`src/rtl/alu_mc.sv`:
```
// Multi-cycle ALU: single-cycle arithmetic/logic ops, plus iterative shift-add
// multiply and restoring divide/remainder that take WIDTH cycles each.
module alu_mc #(
  parameter int WIDTH = 32
) (
  input  logic             clk,
  input  logic             resetn,
  input  logic             start,
  input  logic [7:0]       op,
  input  logic [WIDTH-1:0] a,
  input  logic [WIDTH-1:0] b,
  input  logic             carry_in,
  output logic             busy,
  output logic             done,
  output logic [WIDTH-1:0] c,
  output logic             carry_out,
  output logic             is_zero,
  output logic             is_negative,
  output logic             state_dbg
);

  localparam int CW = $clog2(WIDTH) + 1;

  typedef enum logic {IDLE = 1'b0, RUN = 1'b1} state_e;
  typedef enum logic [1:0] {K_MUL = 2'd0, K_DIV = 2'd1, K_REM = 2'd2} kind_e;

  state_e           state_q, state_d;
  kind_e            kind_q, kind_d;
  logic [CW-1:0]    cnt_q, cnt_d;
  logic [WIDTH-1:0] hi_q, hi_d;
  logic [WIDTH-1:0] lo_q, lo_d;
  logic [WIDTH-1:0] opnd_q, opnd_d;
  logic             bz_q, bz_d;
  logic [WIDTH-1:0] c_q, c_d;
  logic             co_q, co_d;
  logic             zero_q, neg_q;
  logic             done_q, done_d;

  logic [WIDTH-1:0] sc_c;
  logic             sc_co;
  logic             is_multi;
  logic [WIDTH:0]   mul_sum;
  logic [WIDTH:0]   div_rsh;
  logic [WIDTH:0]   div_diff;

  // Handshake: start/op/a/b/carry_in are sampled on a rising edge only while
  // busy=0; done is a one-cycle pulse marking c/flags as freshly written, and
  // a new start may be presented during that same cycle.

  assign is_multi = (op == 8'd9) || (op == 8'd10) || (op == 8'd11);

  always_comb begin
    sc_c  = '0;
    sc_co = 1'b0;
    case (op)
      8'd0: {sc_co, sc_c} = {1'b0, a} + {1'b0, b};
      8'd1: {sc_co, sc_c} = {1'b0, a} + {1'b0, b} + {{WIDTH{1'b0}}, carry_in};
      8'd2: {sc_co, sc_c} = {1'b0, a} - {1'b0, b};
      8'd3: {sc_co, sc_c} = {1'b0, a} - {1'b0, b} - {{WIDTH{1'b0}}, carry_in};
      8'd4: sc_c = a | b;
      8'd5: sc_c = a & b;
      8'd6: sc_c = ~a;
      8'd7: sc_c = a ^ b;
      8'd8: begin
        if (a < b) begin
          sc_c  = '1;
          sc_co = 1'b1;
        end else if (a == b) begin
          sc_c = '0;
        end else begin
          sc_c = {{(WIDTH-1){1'b0}}, 1'b1};
        end
      end
      8'd12: begin
        sc_c  = {a[WIDTH-2:0], 1'b0};
        sc_co = a[WIDTH-1];
      end
      8'd13: begin
        sc_c  = {1'b0, a[WIDTH-1:1]};
        sc_co = a[0];
      end
      default: begin
        sc_c  = '0;
        sc_co = 1'b0;
      end
    endcase
  end

  // hi holds the running product-high / partial remainder; lo holds the
  // multiplier / dividend-quotient shift register.
  assign mul_sum  = {1'b0, hi_q} + (lo_q[0] ? {1'b0, opnd_q} : '0);
  assign div_rsh  = {hi_q, lo_q[WIDTH-1]};
  assign div_diff = div_rsh - {1'b0, opnd_q};

  always_comb begin
    state_d = state_q;
    kind_d  = kind_q;
    cnt_d   = cnt_q;
    hi_d    = hi_q;
    lo_d    = lo_q;
    opnd_d  = opnd_q;
    bz_d    = bz_q;
    c_d     = c_q;
    co_d    = co_q;
    done_d  = 1'b0;
    case (state_q)
      IDLE: begin
        if (start) begin
          if (is_multi) begin
            state_d = RUN;
            cnt_d   = CW'(WIDTH);
            hi_d    = '0;
            bz_d    = (b == '0);
            if (op == 8'd9) begin
              kind_d = K_MUL;
              lo_d   = b;
              opnd_d = a;
            end else begin
              kind_d = (op == 8'd10) ? K_DIV : K_REM;
              lo_d   = a;
              opnd_d = b;
            end
          end else begin
            c_d    = sc_c;
            co_d   = sc_co;
            done_d = 1'b1;
          end
        end
      end
      RUN: begin
        cnt_d = cnt_q - CW'(1);
        if (kind_q == K_MUL) begin
          hi_d = mul_sum[WIDTH:1];
          lo_d = {mul_sum[0], lo_q[WIDTH-1:1]};
        end else if (!div_diff[WIDTH]) begin
          hi_d = div_diff[WIDTH-1:0];
          lo_d = {lo_q[WIDTH-2:0], 1'b1};
        end else begin
          hi_d = div_rsh[WIDTH-1:0];
          lo_d = {lo_q[WIDTH-2:0], 1'b0};
        end
        if (cnt_q == CW'(1)) begin
          state_d = IDLE;
          done_d  = 1'b1;
          case (kind_q)
            K_MUL: begin
              c_d  = lo_d;
              co_d = (hi_d != '0);
            end
            K_DIV: begin
              c_d  = lo_d;
              co_d = bz_q;
            end
            default: begin
              c_d  = hi_d;
              co_d = bz_q;
            end
          endcase
        end
      end
      default: state_d = IDLE;
    endcase
  end

  always_ff @(posedge clk or negedge resetn) begin
    if (!resetn) begin
      state_q <= IDLE;
      kind_q  <= K_MUL;
      cnt_q   <= '0;
      hi_q    <= '0;
      lo_q    <= '0;
      opnd_q  <= '0;
      bz_q    <= 1'b0;
      c_q     <= '0;
      co_q    <= 1'b0;
      zero_q  <= 1'b1;
      neg_q   <= 1'b0;
      done_q  <= 1'b0;
    end else begin
      state_q <= state_d;
      kind_q  <= kind_d;
      cnt_q   <= cnt_d;
      hi_q    <= hi_d;
      lo_q    <= lo_d;
      opnd_q  <= opnd_d;
      bz_q    <= bz_d;
      c_q     <= c_d;
      co_q    <= co_d;
      zero_q  <= (c_d == '0);
      neg_q   <= c_d[WIDTH-1];
      done_q  <= done_d;
    end
  end

  assign busy        = (state_q == RUN);
  assign done        = done_q;
  assign c           = c_q;
  assign carry_out   = co_q;
  assign is_zero     = zero_q;
  assign is_negative = neg_q;
  assign state_dbg   = state_q;

endmodule

```
`config.mk`:
```
export PLATFORM = sky130hd
export DESIGN_NAME = alu_mc
export DESIGN_NICKNAME = d
export VERILOG_FILES = /design/src/rtl/alu_mc.sv
export SDC_FILE = /design/constraint.sdc
export NUM_CORES = 1
export LEC_CHECK = 0
export BUFFER_PORTS_ARGS = -buffer_cell sky130_fd_sc_hd__buf_2
export CAP_MARGIN = 20
export CORE_AREA = 5 5 248 250
export CTS_CLUSTER_SIZE = 30
export DETAILED_ROUTE_END_ITERATION = 12
export DIE_AREA = 0 0 253 255
export SYNTH_ARGS = -nofsm -noshare
export SYNTH_HDL_FRONTEND = slang
export SYNTH_SLANG_ARGS = --single-unit
```
`constraint.sdc`:
```
create_clock -name clk -period 5.2 [get_ports clk]
set_input_delay 0.52 -clock clk [delete_from_list [all_inputs] [get_ports clk]]
set_output_delay 0.52 -clock clk [all_outputs]
set_load 0.01 [all_outputs]
```
==> flow_metrics.tcl <==
set metrics [dict create \
    status "finished clean" \
    yosysMostFrequentCell "nand2_1" \
    slew_headroom_pct 27.6 \
    cts_max_path_buffers 2 \
    fin_hold_ws_ns 0.0660 \
    hold_class "in -> async" \
    drv_cap 0 \
    first_pass_iters 9 \
    synth.cell_area_um2 20400 \
    crit_type "reg -> reg" \
    seq_area_um2 3530 \
    wire_per_inst_um 24.3 \
    fp-row-count 89 \
    synth.distinct_cells 96 \
    combPwrFrac_pct 68.1 \
    grt_pass1_wl_mm 139 \
    cts_root_buf "clkbuf_16" \
    synth_nets 3079 \
    synth_edf_count 0 \
    viasPerCell 6.14 \
    yosysSeqAreaShare_pct 17.3 \
    vias 23600 \
    grt_usage_pct 27.9 \
    nNetsFinal 3308 \
    clk_pin_slew_ns 0.07 \
    cts_tree "yes" \
    place_hpwl_mm 75.9 \
    clock_sinks 141 \
    wl_mm 93.7 \
    p_sw_uw 4750 \
    drtIter0Drc 2571 \
    ys_async_sr_fraction_pct 100 \
    finalCritPeriodShare_pct 95.3 \
    ys_warn_count 0 \
    clockPowerShare_pct 13.3 \
    p_per_area_nw_per_um2 397 \
    io_buffers 113 \
    rr_endpoint "is_zero" \
    die_w_um 253 \
    syn_inst 2833 \
    cts_buffers 17 \
    drc 0 \
    swShare_pct 50.1 \
    place_ws_ns -0.254 \
    r2r_slack_ns 0.25 \
    leakagePower_uw 0.0107 \
    power_frac_seq_pct 18.6 \
    drive_gt1_share_pct 15.5 \
    finalHoldViolCount 0 \
    ys_seq_elements 141 \
    post-synth-top-area-cell "dfrtp_1" \
    grt_pass1_vias 22200 \
    start_kind "register" \
    fin_crit_ns 4.95 \
    tightest_slew_ns 1.07 \
    critPathCaptureType "register" \
    grt_max_degree 114 \
    peakVddDrop_uv 285 \
    insertion_delay_ns 0.44 \
    n_fill_cell 6274 \
    fin_area_um2 23900 \
    place_area_um2 23300 \
    dp.cells 3816 \
    cp_max_fo 18 \
    ant_nets 0 \
    multiInputGateArea_um2 15700 \
    synth.area.top_cells "dfrtp_1, ha_1, a21oi_1, nand2_1, o21ai_0" \
    internal_power_uw 4730 \
    yosys-top-cells-count "nand2_1, a21oi_1, nor2_1" \
    syn_area_per_cell_um2 7.18 \
    dieArea_um2 64500 \
    core_area_um2 58800 \
    slew_viol_final 0 \
    fin_ws_ns 0.245 \
    area_delta_synth_final_pct 17.4 \
    synth_top_area_share_pct 17.2 \
    r2r-start "hi_q[18]" \
    layout.cells.non_filler 3851 \
    cts-htree-levels 4 \
    gp_congestion 1.03 \
    post-cts-setup-buffer-count 0 \
    rr_worst_depth 16 \
    skew_ns 0.00935 \
    max_freq_mhz 202 \
    required_ns 5.55 \
    grt_overflow_total 0 \
    startpoint "hi_q[18]" \
    tns_ns 0 \
    ios 114 \
    dieHeight_um 255 \
    cp.arrival_ns 5.30 \
    ys.flop_type "dfrtp_1" \
    setup_viol 0 \
    start_util_pct 34.6 \
    antenna_found_initial 4 \
]
==> layer usage <==
layer  part of all wire, %  wire, um  GRT usage, %
met1                    42     39300          37.5
met2                    44     40800          44.1
met5                     0         0             0
met3                   8.7      8140          4.33
met4                   5.8      5470          13.2
==> area by class of cell <==
type                       count  area share [%]
antenna                        3          0.0314
clock buffer                  21            1.88
clock inverter                11           0.597
inverter                     159            2.50
multi-input combinational   2369            65.5
sequential                   141            14.8
tap                          773            4.05
timing repair buffer         374            10.6
==> cell usage in the layout, fill, tap and decap left out, drive strengths merged, types with 16 or more instances in the layout <==
master and instances:
a211oi 42, a21o 41, a21oi 264, a221o 17
a221oi 24, a22o 17, a22oi 20, a31oi 25
and2 55, and3 22, buf 374, clkbuf 21
dfrtp 140, ha 166, inv 159, mux2i 59
nand2 318, nand2b 19, nand3 85, nand4 34
nor2 245, nor2b 37, nor3 70, nor4 55
o211ai 30, o21a 25, o21ai 198, o221ai 25
o22ai 32, o31ai 31, or2 16, or3 22
or4 18, xnor2 92, xor2 38
==> critical path: stages, from the launching register on <==
cell and delay [ns]:
dfrtp_1 0.42, ha_1 0.40, a21o_1 0.20, a31o_2 0.31, a22oi_1 0.65, a211o_1 0.21, a21oi_1 0.09, nor2_2 0.20
buf_4 0.19, buf_4 0.30, mux2_2 0.40, mux2i_1 0.19, o221ai_1 0.15, a211o_1 0.31, nor4bb_1 0.45, nand4b_1 0.17
nor4_2 0.23
==> sequential cells by signal, summed over array words and instances, names as in the netlist <==
signal	flops
lo_q	32
kind_q	2
hi_q	32
c	32
is_zero	1
cnt_q	6
done	1
carry_out	1
bz_q	1
opnd_q	32
busy	1
==> per-stage QoR <==
step | total power [uW] | util, %
2_1_floorplan | 5680 | -
3_3_place_gp | 8030 | 39.6
3_5_place_dp | 8030 | 39.6
4_1_cts | 9340 | 40.6
5_1_grt | 10100 | 40.6
6_report | 9480 | 40.6
==> power groups by stage <==
stage / clock (uW) / sequential [uW] / combinational, uW
detailed placement: 0 / 1770 / 6260
global route: 1320 / 1800 / 7000
CTS: 1280 / 1750 / 6310
global placement: 0 / 1770 / 6260
floorplan: 0 / 1630 / 4050
finish: 1260 / 1760 / 6460
==> kinds of logic after synthesis <==
group | share of synthesized area, %
DFF | 17.3
adders and majority gates | 10.6
muxes | 4.51
AOI/OAI and AO/OA | 30.7
xor gates and xnor gates | 5.59
and+or+nand+nor | 25.2
buffers and inverters | 6.06
==> worst max-delay path by stage <==
stage | to
after floorplan | is_zero
after global placement | is_zero
after detailed placement | is_zero
after CTS | is_zero
after global routing | is_zero
final | is_zero
==> timing repair <==
item | 4_1_cts | 5_1_grt
resized for setup | 0 | 3
hold buffers | 0 | 0
endpoints found under the setup margin | 0 | 1
Power figures use the tool's default switching activity.
